<file path="config.mk">
export PLATFORM = sky130hd
export DESIGN_NAME = instruction_fetch_unit
export DESIGN_NICKNAME = d
export VERILOG_FILES = /design/src/rtl/instruction_fetch_unit.sv
export SDC_FILE = /design/constraint.sdc
export NUM_CORES = 1
export LEC_CHECK = 0
export ABC_CLOCK_PERIOD_IN_PS = 2650
export CAP_MARGIN = 20
export CORE_ASPECT_RATIO = 0.8
export CORE_MARGIN = 10
export CORE_UTILIZATION = 43
export DETAILED_ROUTE_END_ITERATION = 7
export PLACE_DENSITY = 0.8
export SYNTH_ARGS = -nofsm -noshare
export SYNTH_HDL_FRONTEND = slang
export SYNTH_SLANG_ARGS = --single-unit
</file>
<file path="constraint.sdc">
create_clock -name clk -period 2.65 [get_ports clk]
set_clock_uncertainty 0.05 [all_clocks]
set_input_delay 0.3975 -clock clk [delete_from_list [all_inputs] [get_ports clk]]
set_output_delay 0.3975 -clock clk [all_outputs]
set_load 0.02 [all_outputs]
</file>
<file path="src/rtl/instruction_fetch_unit.sv">
// rtl/instruction_fetch_unit.sv - PC owner and IF/ID register for the word-addressed instruction memory
module instruction_fetch_unit #(
    parameter logic [31:0] RESET_PC   = 32'h0000_0000,
    parameter int unsigned IMEM_WORDS = 32,
    parameter logic [31:0] NOP_WORD   = 32'h0000_0000
) (
    input  logic        clk,
    input  logic        reset_n,
    input  logic        stall,
    input  logic        redirect,
    input  logic [31:0] redirect_pc,
    output logic [31:0] instr_addr,
    input  logic [31:0] instr_rdata,
    output logic [31:0] if_id_instr,
    output logic [31:0] if_id_pc_plus4,
    output logic        if_id_valid,
    output logic        halted,
    output logic [15:0] stall_count
);

    typedef enum logic {
        FETCH = 1'b0,
        HALT  = 1'b1
    } state_t;

    // first byte address past the populated memory
    localparam logic [31:0] PC_LIMIT = 32'(IMEM_WORDS * 4);

    state_t      state;
    state_t      state_next;
    logic [31:0] pc;
    logic [31:0] pc_next;
    logic [31:0] instr_next;
    logic [31:0] pc_plus4_next;
    logic        valid_next;
    logic [15:0] stall_count_next;

    logic [31:0] pc_plus4;
    logic [31:0] target;
    logic        pc_in_range;
    logic        next_in_range;
    logic        target_in_range;

    // redirect targets are always word aligned
    assign target          = redirect_pc & 32'hFFFF_FFFC;
    assign pc_plus4        = pc + 32'd4;
    assign pc_in_range     = (pc < PC_LIMIT);
    assign next_in_range   = (pc_plus4 < PC_LIMIT);
    assign target_in_range = (target < PC_LIMIT);

    assign instr_addr = pc;
    assign halted     = (state == HALT);

    // state register
    always_ff @(posedge clk or negedge reset_n) begin
        if (!reset_n) begin
            state <= FETCH;
        end else begin
            state <= state_next;
        end
    end

    // next-state and next datapath values; priority redirect > out-of-range pc > stall > fetch
    always_comb begin
        state_next       = state;
        pc_next          = pc;
        instr_next       = if_id_instr;
        pc_plus4_next    = if_id_pc_plus4;
        valid_next       = if_id_valid;
        stall_count_next = stall_count;
        case (state)
            FETCH: begin
                if (redirect) begin
                    pc_next    = target;
                    instr_next = NOP_WORD;
                    valid_next = 1'b0;
                end else if (!pc_in_range) begin
                    // reached only through reset or a redirect target; nothing valid to fetch
                    instr_next = NOP_WORD;
                    valid_next = 1'b0;
                    state_next = HALT;
                end else if (stall) begin
                    if (stall_count != 16'hFFFF) begin
                        stall_count_next = stall_count + 16'd1;
                    end
                end else begin
                    instr_next    = instr_rdata;
                    pc_plus4_next = pc_plus4;
                    valid_next    = 1'b1;
                    // the last word is still captured; pc parks on it
                    if (next_in_range) begin
                        pc_next = pc_plus4;
                    end else begin
                        state_next = HALT;
                    end
                end
            end
            HALT: begin
                instr_next = NOP_WORD;
                valid_next = 1'b0;
                if (redirect) begin
                    pc_next = target;
                    if (target_in_range) begin
                        state_next = FETCH;
                    end
                end
            end
            default: state_next = FETCH;
        endcase
    end

    // pc, IF/ID register and stall counter
    always_ff @(posedge clk or negedge reset_n) begin
        if (!reset_n) begin
            pc             <= RESET_PC;
            if_id_instr    <= NOP_WORD;
            if_id_pc_plus4 <= 32'd0;
            if_id_valid    <= 1'b0;
            stall_count    <= 16'd0;
        end else begin
            pc             <= pc_next;
            if_id_instr    <= instr_next;
            if_id_pc_plus4 <= pc_plus4_next;
            if_id_valid    <= valid_next;
            stall_count    <= stall_count_next;
        end
    end

endmodule

</file>
==> results of run 1 <==
[worst max-delay path by stage]
stage	end	from	slack, ns
floorplan	stall_count[1]$_DFFE_PN0P_	stall_count[0]$_DFFE_PN0P_	0.47
global placement	stall_count[12]$_DFFE_PN0P_	redirect	0.32
detailed placement	stall_count[1]$_DFFE_PN0P_	instr_addr[28]$_DFFE_PN0P_	0.30
CTS	stall_count[1]$_DFFE_PN0P_	instr_addr[28]$_DFFE_PN0P_	0.29
global route	if_id_instr[19]$_DFFE_PN0P_	instr_addr[29]$_DFFE_PN0P_	0.18
finish	stall_count[1]$_DFFE_PN0P_	instr_addr[28]$_DFFE_PN0P_	0.30
[sequential cells by signal, indices dropped and copies added, names as in the netlist]
signal,count
if_id_pc_plus4,30
if_id_valid,1
halted,1
stall_count,16
instr_addr,30
if_id_instr,32
[cell usage in the layout (no fill, tap or decap), types with 5 or more instances in the layout]
| master | instances |
|---|---|
| xor2_1 | 14 |
| nand2_1 | 11 |
| mux2_2 | 27 |
| nor4_1 | 10 |
| nand3_1 | 9 |
| nor2_1 | 10 |
| clkbuf_16 | 9 |
| inv_1 | 6 |
| nor3_1 | 10 |
| nand4_1 | 7 |
| clkdlybuf4s50_1 | 174 |
| buf_4 | 5 |
| a22o_1 | 32 |
| nor2b_1 | 25 |
| a21oi_1 | 8 |
| dfrtp_1 | 110 |
[critical path: stages (launching register included)]
cell and delay [ns]:
dfrtp_1 0.40, or4_4 0.56, nor3_4 0.28, nand4_4 0.31, nor2_1 0.29, mux2_1 0.34
[final cells by class]
type	count	area share, %
Sequential cell	110	41.1
Clock inverter	6	0.672
Inverter	6	0.336
Multi-Input combinational cell	212	24.3
Clock buffer	10	3.57
Timing Repair Buffer	182	27.5
Tap cell	140	2.61
[layer usage]
layer	wire length (um)	vias to the layer above	global-route usage [%]
met5	0	-	0
met4	180	0	4.85
met3	1300	14	7.41
met2	5330	146	23.5
met1	5670	1646	20.6
li1	-	1600	-
[power by group]
group / switching (mW) / total (mW) / internal [mW]
clock network: 0.608 / 1.28 / 0.671
logic: 0.187 / 0.412 / 0.225
registers: 0.0526 / 1.78 / 1.72
total: 0.848 / 3.47 / 2.62
[synthesized netlist by cell type, drive strengths merged]
| cell type | count |
|---|---|
| o311ai | 2 |
| dfrtp | 110 |
| a22o | 32 |
| ha | 2 |
| nand2 | 11 |
| o2111ai | 1 |
| and3 | 5 |
| o21a | 1 |
| o21ai | 1 |
| nand3 | 9 |
| o31ai | 1 |
| a2bb2oi | 1 |
| conb | 1 |
| xnor2 | 3 |
| a21o | 2 |
| a32o | 1 |
| nand4 | 8 |
| buf | 16 |
| mux2 | 28 |
| inv | 6 |
| a21oi | 8 |
| or4 | 3 |
| clkbuf | 7 |
| nor2b | 25 |
| o22ai | 2 |
| nor3b | 1 |
| nor4b | 2 |
| nor3 | 12 |
| and4 | 2 |
| or3 | 2 |
| nand2b | 1 |
| xor2 | 14 |
| mux2i | 1 |
| and2 | 1 |
| nor4 | 14 |
| o311a | 1 |
| nor2 | 10 |
| nand4bb | 1 |
[metrics by stage]
step	setup WS [ns]	hold WS, ns	instance area [sq um]	power, mW
after global placement	0.321	0.408	6410	2.22
after floorplan	0.470	0.0519	4550	1.96
after CTS	0.288	0.0531	6700	3.51
after global routing	0.184	0.0802	6700	3.63
final	0.297	0.0354	6700	3.47
after detailed placement	0.300	0.419	6410	2.23
[kinds of logic after synthesis]
family | count (synthesis)
AO/OA/AOI/OAI | 53
flip-flops | 110
buffers and inverters | 29
AND/OR/NAND/NOR | 107
multiplexers | 29
other | 1
XOR/XNOR | 17
adder cells (fa/ha/maj) | 2
==> impl_metrics.toml, run 1 <==
[power]
leakagePower_nw = 2.98
power.density_cell_area_nw_per_um2 = 518
peakVddDrop_mv = 0.431

[global_routing]
remaining_global_route_overflow = 0
gr-usage-all-layers_pct = 16.0
grt_antenna_before_repair = 0
first_pass_grt_wire_length_mm = 19.5
grt_max_degree = 60
number_of_global_route_vias_before_repair = 3529

[critical_path]
worstReg2RegStart = "instr_addr[28]$_DFFE_PN0P_"
critical_path.max_fanout = 15
worst_endpoint_data_arrival_time_ns = 2.53
reg2reg_to = "stall_count[1]$_DFFE_PN0P_"
criticalPathCategory = "reg -> reg"
worstRegToRegCells = 5
critical_path_required_ns = 2.83
startpoint_type = "register"
endpoint_kind = "register"
worst-r2r-setup-slack_ns = 0.30

[route]
drtPass1Iterations = 4
detail_route.wirelength_mm = 12.5
detail_route.drc_violations = 0
num_vias = 3406
detail_route.vias_per_cell = 5.11
drt.antenna.violating_nets = 0
drt_first_iter_violations = 172
route.detailed.wl_per_inst_um = 18.7

[cts]
clockRootBuffer = "clkbuf_16"
clock_sinks = 110
clk-insertion-delay-late_ns = 0.34
cts_tree = "yes"
clk_pin_slew_ns = 0.07
cts_htree_levels = 3
cts_repair_resize_count = 0
post_cts_buffers = 0
ctsHoldBuffers = 0
ctsLongestPathBuffers = 2
number_of_buffers_created_by_cts = 9

[synth]
synth.yosys.warnings = 0
ranking_of_synthesized_cells_by_area = "dfrtp_1, mux2_2, a22o_1"
mappedNetlistArea_sq_um = 4530
area_fraction_in_compound_gates_after_synthesis_pct = 9.33
synth.yosys.seq_area_share_pct = 60.7
post_synth.cell_area_avg_sq_um = 13.0
proportion_of_netlist_area_held_by_the_largest_area_contributor_pct = 60.7
synth.ff_latch_count = 110
synth_top_family_by_area = "simple AND/OR/NAND/NOR gates"
postSynthCellCount = 348
post-synth-top-area-cell = "dfrtp_1"
synth_simple_gate_area_share_pct = 15.1
synth_xor_xnor_area_share_pct = 3.28
synth.lib_cells_used.distinct = 46
yosys.area_share.adder_pct = 0.552
mux_contribution_to_synthesized_area_pct = 7.17

[sta]
fin_setup_tns_ns = 0
transition_at_the_pin_with_the_smallest_max_transition_slack_ns = 0.662
report.final.setup_viol = 0
finalHoldViolations = 0
fmaxAchievable_ghz = 0.425
timing.max_slew.rel_slack_pct = 55.9
finalWorstPathRequiredPeriod_ns = 2.35
final_max_slew_viol_count = 0
finalCritPeriodShare_pct = 88.8
rsz_0062_raised_after_global_routing = "false"

[cells_and_area]
multi_input_comb_area_sq_um = 1630
drive_gt1_share_pct = 11.8
sequential_cell_area_sq_um = 2750
fin_util_pct = 65.2
finalNonFillerCells = 666
fill_cells = 779
area_growth_from_synthesis_to_layout_pct = 47.7
design.final.nets = 591
insertedDiodeCount = 0

[placed_design]
detailedPlacementHpwl_mm = 9.43
buffer_ports.inserted = 175
placed_cells = 650
finalWeightedCongestion = 0.815

[min_path]
timing.hold.worst.class = "in -> async"

[die]
floorplan.die.height_um = 112
die_width_um = 135
std_cell_rows = 33
area_enclosed_by_the_die_boundary_sq_um = 15100
core-area_sq_um = 10300
floorplan.initialDensity_pct = 44.1
floorplan.io_pins = 182

[flow_run]
maxCapViolCount = 0

[outcome]
status = "finished, final reports clean"
Note: power is estimated with default switching activity, not from simulation.
==> inputs of run 2 (changes only) <==
--- a/config.mk
+++ b/config.mk
@@ -10,6 +10,7 @@
 export CORE_ASPECT_RATIO = 0.8
 export CORE_MARGIN = 10
 export CORE_UTILIZATION = 43
+export CTS_BUF_LIST = sky130_fd_sc_hd__clkbuf_16
 export DETAILED_ROUTE_END_ITERATION = 7
 export PLACE_DENSITY = 0.8
 export SYNTH_ARGS = -nofsm -noshare
==> run 2 against run 1 <==
Count of clock-buffer cells in the layout fell by 1. Critical path depth did not move. Utilization fell by 0.097 points. Register-to-register slack barely moved. Worst hold slack improved by 0.00055 ns. Critical endpoint unchanged. Non-clock buffer count did not move. Largest cell class unchanged.
==> impl_metrics.toml, run 2 (synthesis results as in run 1) <==
[outcome]
status = "finished, final reports clean"

[cts]
clk-insertion-delay-late_ns = 0.34
clockRootBuffer = "clkbuf_16"
cts_htree_levels = 3
clock_sinks = 110
ctsHoldBuffers = 0
cts_tree = "yes"
ctsLongestPathBuffers = 2
cts_repair_resize_count = 0
number_of_buffers_created_by_cts = 9
post_cts_buffers = 0
clk_pin_slew_ns = 0.07

[placed_design]
buffer_ports.inserted = 175
finalWeightedCongestion = 0.815
pre_cts_ws_ns = 0.300
placed_cells = 650
postPlaceCellArea_sq_um = 6410
detailedPlacementHpwl_mm = 9.43

[cells_and_area]
fill_cells = 781
multi_input_comb_area_sq_um = 1630
finalNonFillerCells = 666
sequential_cell_area_sq_um = 2750
max_flop_register = "if_id_instr"
mostFrequentLayoutCell = "clkdlybuf4s50_1"
design.final.nets = 591
drive_gt1_share_pct = 11.6
fin_util_pct = 65.1
insertedDiodeCount = 0
final_cell_area_sq_um = 6690
mostFrequentLayoutCells = "clkdlybuf4s50_1, dfrtp_1, a22o_1"
number_of_flip_flops_under_the_largest_register_name = 32
area_growth_from_synthesis_to_layout_pct = 47.5

[route]
drt.antenna.violating_nets = 0
num_vias = 3422
detail_route.vias_per_cell = 5.14
detail_route.drc_violations = 0
detail_route.wirelength_mm = 12.5
route.detailed.wl_per_inst_um = 18.7
drtPass1Iterations = 4
drt_first_iter_violations = 160

[critical_path]
timing.critical_path.buf_inv = 0
critical-path-top-delay-family = "simple AND/OR/NAND/NOR gates"
critical_path.max_fanout = 15
critical_path_required_ns = 2.82
worst_endpoint_data_arrival_time_ns = 2.53
max_stage_delay_ns = 0.55
startpoint_type = "register"
criticalPathCategory = "reg -> reg"
cp_slowest_cell = "or4_4"
crit_chain = "or4_4, nor3_4, nand4_4, nor2_1, mux2_1"
endpoint_kind = "register"

[die]
std_cell_rows = 33
floorplan.die.height_um = 112
floorplan.initialDensity_pct = 44.1
area_enclosed_by_the_die_boundary_sq_um = 15100
die_width_um = 135
floorplan.io_pins = 182
core-area_sq_um = 10300

[sta]
rsz_0062_raised_after_global_routing = "false"
fmaxAchievable_ghz = 0.425
final_max_slew_viol_count = 0
smallest_setup_slack_after_layout_ns = 0.300
finalHoldViolations = 0
transition_at_the_pin_with_the_smallest_max_transition_slack_ns = 0.664
finalCritPeriodShare_pct = 88.7
fin_setup_tns_ns = 0
report.final.setup_viol = 0
timing.max_slew.rel_slack_pct = 55.7
finalWorstPathRequiredPeriod_ns = 2.35
hold_ws_ns = 0.0359

[power]
peakVddDrop_mv = 0.430
p_total_mw = 3.44
leakagePower_nw = 2.98
power.density_cell_area_nw_per_um2 = 514

[global_routing]
gr-usage-all-layers_pct = 16.0
number_of_global_route_vias_before_repair = 3528
remaining_global_route_overflow = 0
grt_antenna_before_repair = 0
first_pass_grt_wire_length_mm = 19.5
grt_max_degree = 60

[flow_run]
maxCapViolCount = 0

[min_path]
timing.hold.worst.class = "in -> async"
run 2: changes by cell type in the layout (fill, tap and decap cells not counted), sizes merged:
cell,change
clkbuf,-1
clkinv,+1
run 2: final cells by class:
cell class              instances  share of cell area, %
clock buffers                   9                   3.37
clock inverters                 7                  0.730
inverters                       6                  0.337
multi-input cells             212                   24.3
flip-flops and latches        110                   41.2
well taps                     140                   2.62
repair buffers                182                   27.5
run 2: per-layer routing:
metal / vias up / wire length, um / global-route usage (%)
li1: 1598 / - / -
met1: 1662 / 5620 / 20.6
met2: 148 / 5340 / 23.5
met3: 14 / 1330 / 7.55
met4: 0 / 171 / 4.63
met5: - / 0 / 0
run 2: final timing paths:
kind,start,to,slack (ns),cells after the start
worst min register to register,if_id_valid$_DFFE_PN0P_,if_id_valid$_DFFE_PN0P_,0.44,1
worst max-delay path,instr_addr[28]$_DFFE_PN0P_,stall_count[1]$_DFFE_PN0P_,0.30,5
max in group asynchronous,reset_n,if_id_pc_plus4[10]$_DFFE_PN0P_,1.76,2
min in group clk,if_id_valid$_DFFE_PN0P_,if_id_valid$_DFFE_PN0P_,0.44,1
worst min-delay path,reset_n,instr_addr[4]$_DFFE_PN0P_,0.04,1
worst max register to register,instr_addr[28]$_DFFE_PN0P_,stall_count[1]$_DFFE_PN0P_,0.30,5
run 2: report_power, final:
| group | switching [mW] | internal, mW | total [mW] |
|---|---|---|---|
| combinational | 0.187 | 0.225 | 0.412 |
| clock | 0.608 | 0.642 | 1.25 |
| sequential | 0.0526 | 1.72 | 1.78 |
run 2: worst reg2reg max path, cell delays in order (launching register included):
cell     delay [ns]
dfrtp_1        0.40
or4_4          0.55
nor3_4         0.28
nand4_4        0.31
nor2_1         0.30
mux2_1         0.34
==> inputs of run 3 (changes only) <==
--- a/config.mk
+++ b/config.mk
@@ -12,7 +12,7 @@
 export CORE_UTILIZATION = 43
 export CTS_BUF_LIST = sky130_fd_sc_hd__clkbuf_16
 export DETAILED_ROUTE_END_ITERATION = 7
-export PLACE_DENSITY = 0.8
+export PLACE_DENSITY_LB_ADDON = 0.12
 export SYNTH_ARGS = -nofsm -noshare
 export SYNTH_HDL_FRONTEND = slang
 export SYNTH_SLANG_ARGS = --single-unit
==> run 3 against run 2 <==
Largest cell class unchanged. Die area is the same. Sequential cell count unchanged. Fmax increased by 1.5%. Non-clock buffer count increased by 4. Via count shrank 1.5%. Wire length down 0.57%. Combinational power is 2% higher. Worst hold slack better by 0.40 ns. Critical endpoint is now stall_count[12]$_DFFE_PN0P_.
==> impl_metrics.toml, run 3 (synthesis results as in run 1) <==
[outcome]
status = "finished, final reports clean"

[die]
floorplan.initialDensity_pct = 44.1
area_enclosed_by_the_die_boundary_sq_um = 15100
floorplan.io_pins = 182
core-area_sq_um = 10300
die_width_um = 135
std_cell_rows = 33
floorplan.die.height_um = 112

[power]
netSwitchingFraction_pct = 24.1
leakagePower_nw = 3.00
peakVddDrop_mv = 0.438
comb_power_share_pct = 11.8
clkPwrFrac_pct = 38.0
seqPwrFrac_pct = 50.2
power.density_cell_area_nw_per_um2 = 525
power.switching_uw = 853
p_int_mw = 2.69

[sta]
fmaxAchievable_ghz = 0.432
rsz_0062_raised_after_global_routing = "false"
report.final.setup_viol = 0
smallest_setup_slack_after_layout_ns = 0.334
hold_ws_ns = 0.432
transition_at_the_pin_with_the_smallest_max_transition_slack_ns = 0.635
finalHoldViolations = 0
finalWorstPathRequiredPeriod_ns = 2.32
final_max_slew_viol_count = 0
timing.max_slew.rel_slack_pct = 57.3
finalCritPeriodShare_pct = 87.4
fin_setup_tns_ns = 0

[critical_path]
criticalPathCategory = "reg -> reg"
max_stage_delay_ns = 0.55
crit_chain = "or4_4, nor3_4, nand4_4, nor3_1, mux2_2"
cp_slowest_cell = "or4_4"
critical_path.max_fanout = 15
worstSetupStartpoint = "instr_addr[28]$_DFFE_PN0P_"
critical_path_required_ns = 2.83
reg2reg_to = "stall_count[12]$_DFFE_PN0P_"
worstReg2RegStart = "instr_addr[28]$_DFFE_PN0P_"
timing.critical_path.buf_inv = 0
endpoint_kind = "register"
worst-r2r-setup-slack_ns = 0.33
startpoint_type = "register"
critical-path-top-delay-family = "simple AND/OR/NAND/NOR gates"
worst_endpoint_data_arrival_time_ns = 2.49
worstRegToRegCells = 5

[global_routing]
grt.met1_usage_pct = 20.7
grt_antenna_before_repair = 0
remaining_global_route_overflow = 0
globalRoute.busiestLayer = "met2"
number_of_global_route_vias_before_repair = 3634
grt.met3_usage_pct = 7.37
grt_util_met2_pct = 25.7
gr-usage-all-layers_pct = 16.4
first_pass_grt_wire_length_mm = 20.1
grt_max_degree = 48

[cells_and_area]
mostFrequentLayoutCell = "clkdlybuf4s50_1"
area_growth_from_synthesis_to_layout_pct = 48.8
insertedDiodeCount = 0
max_flop_register = "if_id_instr"
drive_gt1_share_pct = 11.9
number_of_flip_flops_under_the_largest_register_name = 32
mostFrequentLayoutCells = "clkdlybuf4s50_1, dfrtp_1, a22o_1"
design.final.nets = 595

[route]
drt.antenna.violating_nets = 0
num_vias = 3372
drt_first_iter_violations = 113
detail_route.wirelength_mm = 12.4
detail_route.vias_per_cell = 5.03
detail_route.drc_violations = 0
drtPass1Iterations = 4
route.detailed.wl_per_inst_um = 18.5

[cts]
ctsLongestPathBuffers = 2
clockRootBuffer = "clkbuf_16"
cts_tree = "yes"
ctsHoldBuffers = 1
clk_pin_slew_ns = 0.07
clk-insertion-delay-late_ns = 0.34
clock_sinks = 110
cts_repair_resize_count = 0
post_cts_buffers = 0
number_of_buffers_created_by_cts = 9
cts_htree_levels = 3

[min_path]
worst_hold_path.endpoint = "if_id_valid$_DFFE_PN0P_"
timing.hold.worst.class = "reg -> reg"
worst_hold_startpoint = "if_id_valid$_DFFE_PN0P_"
min_delay_path_depth = 1

[placed_design]
detailedPlacementHpwl_mm = 9.47
pre_cts_ws_ns = 0.287
finalWeightedCongestion = 0.785
buffer_ports.inserted = 175

[flow_run]
maxCapViolCount = 0
## run 3: cell count changes in the layout (fill, tap and decap cells not counted)
| cell | delta |
|---|---|
| dlygate4sd3_1 | +1 |
| bufinv_16 | +1 |
| buf_4 | +3 |
| clkinv_1 | +1 |
| clkinv_2 | -2 |
## run 3: worst max-delay path by stage
stage,end,slack [ns],cells after the start
finish,stall_count[12]$_DFFE_PN0P_,0.33,5
global route,stall_count[9]$_DFFE_PN0P_,0.16,6
CTS,stall_count[12]$_DFFE_PN0P_,0.30,5
detailed placement,stall_count[12]$_DFFE_PN0P_,0.29,5
global placement,stall_count[12]$_DFFE_PN0P_,0.33,5
floorplan,stall_count[1]$_DFFE_PN0P_,0.47,7
## run 3: routing by layer
layer,share of wire (%),up-vias
met5,0,-
met4,0.54,0
met3,9.7,7
met2,46,121
met1,44,1636
li1,-,1608
## run 3: worst reg2reg max path, cell delays in order (launching register included)
cell and delay (ns):
dfrtp_1 0.40, or4_4 0.55, nor3_4 0.28, nand4_4 0.29
nor3_1 0.29, mux2_2 0.35
## run 3: cell type report
cell class / instances / area [sq um]
Clock buffer: 9 / 225
Clock inverter: 7 / 72.6
Fill cell: 792 / 3540
Inverter: 6 / 22.5
Multi-Input combinational cell: 212 / 1630
Sequential cell: 110 / 2750
Tap cell: 140 / 175
Timing Repair Buffer: 186 / 1870
## run 3: through the flow
stage / instance area, sq um / power, mW / std cells / util [%]
CTS: 6750 / 3.59 / 670 / 65.6
detailed placement: 6440 / 2.23 / 653 / 62.6
floorplan: 4550 / 1.96 / 351 / -
global placement: 6440 / 2.23 / 653 / 62.6
global route: 6750 / 3.69 / 670 / 65.6
finish: 6750 / 3.54 / 670 / 65.6
## run 3: power groups by stage
stage / sequential [mW] / combinational (mW) / clock (mW)
6_report: 1.78 / 0.419 / 1.35
3_5_place_dp: 1.81 / 0.422 / 0
2_1_floorplan: 1.86 / 0.103 / 0
4_1_cts: 1.78 / 0.426 / 1.38
3_3_place_gp: 1.81 / 0.419 / 0
5_1_grt: 1.79 / 0.452 / 1.45
